<file path="config.mk">
export PLATFORM = sky130hd
export DESIGN_NAME = cpu_clock_ctrl_flat
export DESIGN_NICKNAME = d
export VERILOG_FILES = /design/src/rtl/cpu_clock_ctrl_if.sv /design/src/rtl/cpu_clock_ctrl.sv /design/src/flat_wrapper.sv
export SDC_FILE = /design/constraint.sdc
export NUM_CORES = 1
export LEC_CHECK = 0
export CORE_MARGIN = 4
export CORE_UTILIZATION = 40
export CTS_BUF_LIST = sky130_fd_sc_hd__clkbuf_16
export DETAILED_ROUTE_END_ITERATION = 16
export GPL_ROUTABILITY_DRIVEN = 0
export PLACE_DENSITY = 0.62
export SYNTH_ARGS = -nofsm -noshare
export SYNTH_HDL_FRONTEND = slang
export SYNTH_SLANG_ARGS = --single-unit
</file>
<file path="constraint.sdc">
create_clock -name clk -period 3.4 [get_ports clk]
set_clock_uncertainty 0.2 [all_clocks]
set_input_delay 0.68 -clock clk [delete_from_list [all_inputs] [get_ports clk]]
set_output_delay 0.68 -clock clk [all_outputs]
set_load 0.005 [all_outputs]
</file>
<file path="src/rtl/cpu_clock_ctrl_if.sv">
// Handshake bundle between the clock divider/control unit and the run/step/halt gate.
interface cpu_clock_ctrl_if;
  logic       hz_in;
  logic       mode;
  logic       step_btn;
  logic       halt;
  logic       resume;
  logic       cpu_en;
  logic       halted;
  logic [1:0] state;
  logic [7:0] tick_count;

  modport master (
    output hz_in, mode, step_btn, halt, resume,
    input  cpu_en, halted, state, tick_count
  );

  modport slave (
    input  hz_in, mode, step_btn, halt, resume,
    output cpu_en, halted, state, tick_count
  );
endinterface

</file>
<file path="src/rtl/cpu_clock_ctrl.sv">
// Run/step/halt gate: turns hz_in rises or debounced step presses into one-cycle cpu_en strobes.
// Run strobe 2 clk after the first s1 sample of a rise; step strobe 1 clk after the debounced level rises.
module cpu_clock_ctrl #(
  parameter int unsigned DEBOUNCE_CYCLES = 16
) (
  input logic           clk,
  input logic           rst,
  cpu_clock_ctrl_if.slave bus
);

  localparam int CW = $clog2(DEBOUNCE_CYCLES + 1);
  localparam logic [CW-1:0] DB_LAST = CW'(DEBOUNCE_CYCLES - 1);

  typedef enum logic [1:0] {
    RUN    = 2'b00,
    STEP   = 2'b01,
    HALTED = 2'b10
  } state_t;

  logic          hz_s1, hz_s2, hz_s3;
  logic          btn_s1, btn_s2;
  logic          db, db_q;
  logic [CW-1:0] db_cnt;
  logic          hz_rise, step_req;

  state_t        state_r;
  logic          cpu_en_r;
  logic          halted_r;
  logic [7:0]    tick_r;

  assign hz_rise  = hz_s2 & ~hz_s3;
  assign step_req = db & ~db_q;

  always_ff @(posedge clk or posedge rst) begin
    if (rst) begin
      hz_s1  <= 1'b0;
      hz_s2  <= 1'b0;
      hz_s3  <= 1'b0;
      btn_s1 <= 1'b0;
      btn_s2 <= 1'b0;
    end else begin
      hz_s1  <= bus.hz_in;
      hz_s2  <= hz_s1;
      hz_s3  <= hz_s2;
      btn_s1 <= bus.step_btn;
      btn_s2 <= btn_s1;
    end
  end

  // db follows the synchronized button only after DEBOUNCE_CYCLES consecutive disagreeing cycles.
  always_ff @(posedge clk or posedge rst) begin
    if (rst) begin
      db     <= 1'b0;
      db_q   <= 1'b0;
      db_cnt <= '0;
    end else begin
      db_q <= db;
      if (btn_s2 == db) begin
        db_cnt <= '0;
      end else if (db_cnt == DB_LAST) begin
        db     <= btn_s2;
        db_cnt <= '0;
      end else begin
        db_cnt <= db_cnt + CW'(1);
      end
    end
  end

  always_ff @(posedge clk or posedge rst) begin
    if (rst) begin
      state_r  <= RUN;
      cpu_en_r <= 1'b0;
      halted_r <= 1'b0;
      tick_r   <= 8'd0;
    end else begin
      cpu_en_r <= 1'b0;
      halted_r <= 1'b0;
      if (bus.halt) begin
        state_r  <= HALTED;
        halted_r <= 1'b1;
      end else begin
        case (state_r)
          HALTED: begin
            if (bus.resume) begin
              state_r <= bus.mode ? STEP : RUN;
            end else begin
              halted_r <= 1'b1;
            end
          end
          RUN: begin
            if (bus.mode) begin
              state_r <= STEP;
            end else if (hz_rise) begin
              cpu_en_r <= 1'b1;
              tick_r   <= tick_r + 8'd1;
            end
          end
          STEP: begin
            if (!bus.mode) begin
              state_r <= RUN;
            end else if (step_req) begin
              cpu_en_r <= 1'b1;
              tick_r   <= tick_r + 8'd1;
            end
          end
          default: state_r <= RUN;
        endcase
      end
    end
  end

  assign bus.cpu_en     = cpu_en_r;
  assign bus.halted     = halted_r;
  assign bus.state      = state_r;
  assign bus.tick_count = tick_r;

endmodule

</file>
<file path="src/flat_wrapper.sv">
// flat-port wrapper written by rule: the top's interface ports become plain ports
module cpu_clock_ctrl_flat 
#(
  parameter int unsigned DEBOUNCE_CYCLES = 16
)
  (clk, rst, bus_hz_in, bus_mode, bus_step_btn, bus_halt, bus_resume, bus_cpu_en, bus_halted, bus_state, bus_tick_count);
  cpu_clock_ctrl_if bus_i ();
  input logic clk;
  input logic rst;
  input wire logic [$bits(bus_i.hz_in)-1:0] bus_hz_in;
  input wire logic [$bits(bus_i.mode)-1:0] bus_mode;
  input wire logic [$bits(bus_i.step_btn)-1:0] bus_step_btn;
  input wire logic [$bits(bus_i.halt)-1:0] bus_halt;
  input wire logic [$bits(bus_i.resume)-1:0] bus_resume;
  output wire logic [$bits(bus_i.cpu_en)-1:0] bus_cpu_en;
  output wire logic [$bits(bus_i.halted)-1:0] bus_halted;
  output wire logic [$bits(bus_i.state)-1:0] bus_state;
  output wire logic [$bits(bus_i.tick_count)-1:0] bus_tick_count;
  assign bus_i.hz_in = bus_hz_in;
  assign bus_i.mode = bus_mode;
  assign bus_i.step_btn = bus_step_btn;
  assign bus_i.halt = bus_halt;
  assign bus_i.resume = bus_resume;
  assign bus_cpu_en = bus_i.cpu_en;
  assign bus_halted = bus_i.halted;
  assign bus_state = bus_i.state;
  assign bus_tick_count = bus_i.tick_count;
  cpu_clock_ctrl #(.DEBOUNCE_CYCLES(DEBOUNCE_CYCLES)) u_core (.clk(clk), .rst(rst), .bus(bus_i));
endmodule
</file>
==> out/metrics.cfg <==
[synthesis]
synthAdderAreaFrac_pct = 2.74
synth_area_per_cell_um2 = 13.8
ys_ff_latch = 24
synthesis.area_um2 = 912
synth_mux_area_share_pct = 2.47
netlist_instances = 66
post_synth_num_cell_types = 19
synth_top_family_by_area = simple AND/OR/NAND/NOR gates
synthSimpleGateAreaFrac_pct = 13.2
mappedNetlistNets = 75
synth_compound_area_share_pct = 4.94
synth-xor-area-share_pct = 9.60
synth_warnings = 0
ys_seq_area_share_pct = 65.8

[die]
dieArea_um2 = 3110
rows = 17
io_pins = 19
core_um2 = 2190
die_h_um = 55.8
initial_core_util_pct = 41.6
chipWidth_um = 55.8

[final_layout]
mostFrequentLayoutCell = dfrtp_1
area_growth_pct = 31.8
fillers = 197
layout.nets = 98
final_cell_mix = dfrtp_1 (24), clkdlybuf4s50_1 (18), xnor2_1 (6)
antenna_cells = 0
drive_gt1_share_pct = 5.75

[global_route]
grt_overflow_total = 0
antenna_found_initial = 0
track_usage_pct = 10.5
grt_pass1_wl_um = 2610
grt_max_degree = 25
grt_pass1_vias = 572

[clock_tree]
clk_pin_slew_ns = 0.05
cts_resized = 0
post_cts.repair.setup_buffers = 0
cts_buffers = 3
htreeDepth = 1
clk_latency_ns = 0.25
cts.sinks = 24
cts_tree = done
hold_buffers = 0
clockBufferDepth = 2
cts_root_buf = clkbuf_16

[placement]
io_buffers = 18
dp_hpwl_um = 1050

[timing]
drv_slew = 0
finalCritPeriodShare_pct = 75.5
rsz0062_at_grt = no
hold_viol_final = 0
fin_setup_tns_ns = 0
layout_min_cycle_time_ns = 2.57
fmax_mhz = 390
tightest_slew_ns = 0.876
finalSetupViolCount = 0
slew_headroom_pct = 41.5

[setup_path]
crit_required_ns = 3.33
cpLargestDelayFamily = simple AND/OR/NAND/NOR gates
worst_ep_arrival_time_ns = 2.50
max_stage_delay_ns = 0.56
crit_chain = clkdlybuf4s50_1, or4b_4, a211oi_4, mux2_1
cp-end-kind = flop
crit_slowest_cell = or4b_4
r2r_start = u_core.bus.state[0]
cp-startpoint = bus_mode
crit_fanout = 9
path_buf_inv = 1
criticalPathCategory = in -> reg
startpoint_type = input port

[detailed_routing]
drtPass1Iterations = 4
drt-initial-drc-count = 3
drc_errors = 0
routed_wl_um = 1410
vias_per_cell = 4.86
antenna_left = 0
vias = 559
wl_per_cell_um = 12.3

[min_path]
holdCritPathClass = reg -> reg
worstHoldStart = u_core.hz_s1

[pwr]
peakVddDrop_mv = 0.401
power_leakage_nw = 0.561
power_mw = 0.650
cellPowerDensity_nw_per_um2 = 541

[run]
maxCapViolations = 0

[status]
status = completed

[registers in the layout, summed over array words and instances (netlist names)]
| register | count |
|---|---|
| u_core.btn_s1 | 1 |
| u_core.bus.halted | 1 |
| u_core.bus.state | 2 |
| u_core.bus.cpu_en | 1 |
| u_core.db_cnt | 5 |
| u_core.btn_s2 | 1 |
| u_core.hz_s3 | 1 |
| u_core.bus.tick_count | 8 |
| u_core.db_q | 1 |
| u_core.hz_s2 | 1 |
| u_core.hz_s1 | 1 |
| u_core.db | 1 |
[path summary, 6_finish.rpt]
kind                                            end  slack [ns]  depth (start not counted)
max in group asynchronous              u_core.hz_s1        1.75                          2
setup / recovery           u_core.bus.tick_count[1]        0.83                          4
min in group asynchronous          u_core.db_cnt[1]        0.71                          2
hold reg to reg                        u_core.hz_s2        0.15                          0
hold / removal                         u_core.hz_s2        0.15                          0
setup reg to reg           u_core.bus.tick_count[1]        1.30                          3
[routing by layer]
layer / routed length (um) / global-route usage (%)
met4: 0 / 2.08
met1: 681 / 15.2
met3: 88 / 4.64
met2: 643 / 14.5
met5: 0 / 0
[stage by stage]
step	setup slack [ns]	hold WS, ns	instances	util [%]	cell area [um2]
6_report	0.834	0.153	115	54.9	1200
5_1_grt	0.738	0.156	115	54.9	1200
4_1_cts	0.834	0.155	115	54.9	1200
3_5_place_dp	0.568	0.142	112	51.5	1130
3_3_place_gp	0.584	0.136	112	51.5	1130
2_1_floorplan	1.13	0.131	66	-	912
[report_power, final]
group          switching, mW  total, mW  internal, mW
registers             0.0274      0.335         0.307
logic                 0.0278     0.0761        0.0483
clock network         0.0844      0.239         0.155
[cells by family after synthesis]
family                   count (synthesis)
XOR/XNOR                                10
AND/OR/NAND/NOR                         20
flip-flops                              24
buffers and inverters                    3
AO/OA/AOI/OAI                            5
adder cells (fa/ha/maj)                  2
multiplexers                             2
[synth_stat cells (all sizes together)]
cell / number / share of area (%)
nand2: 1 / 0.41
or4b: 1 / 1.5
o21ai: 2 / 1.1
a21o: 2 / 1.6
nand4b: 1 / 0.96
and2: 1 / 0.69
a211oi: 1 / 2.2
nand3: 2 / 1.1
and3: 3 / 2.1
nand4: 5 / 3.4
nor2: 5 / 2.1
inv: 3 / 1.2
and3b: 1 / 0.96
xor2: 4 / 3.8
mux2: 2 / 2.5
ha: 2 / 2.7
xnor2: 6 / 5.8
dfrtp: 24 / 66
[layout make-up]
type / count / area, um2 / area share [%]
flip-flops and latches: 24 / 601 / 49.9
well taps: 28 / 35.0 / 2.91
repair buffers: 18 / 180 / 15.0
clock buffers: 3 / 75.1 / 6.24
inverters: 3 / 11.3 / 0.937
multi-input cells: 39 / 300 / 25.0
[worst reg2reg max path, stage by stage (launching register included)]
cell and delay, ns:
dfrtp_1 0.42, or4b_4 0.54, a211oi_4 0.45, mux2_1 0.36
Power figures use the tool's default switching activity.
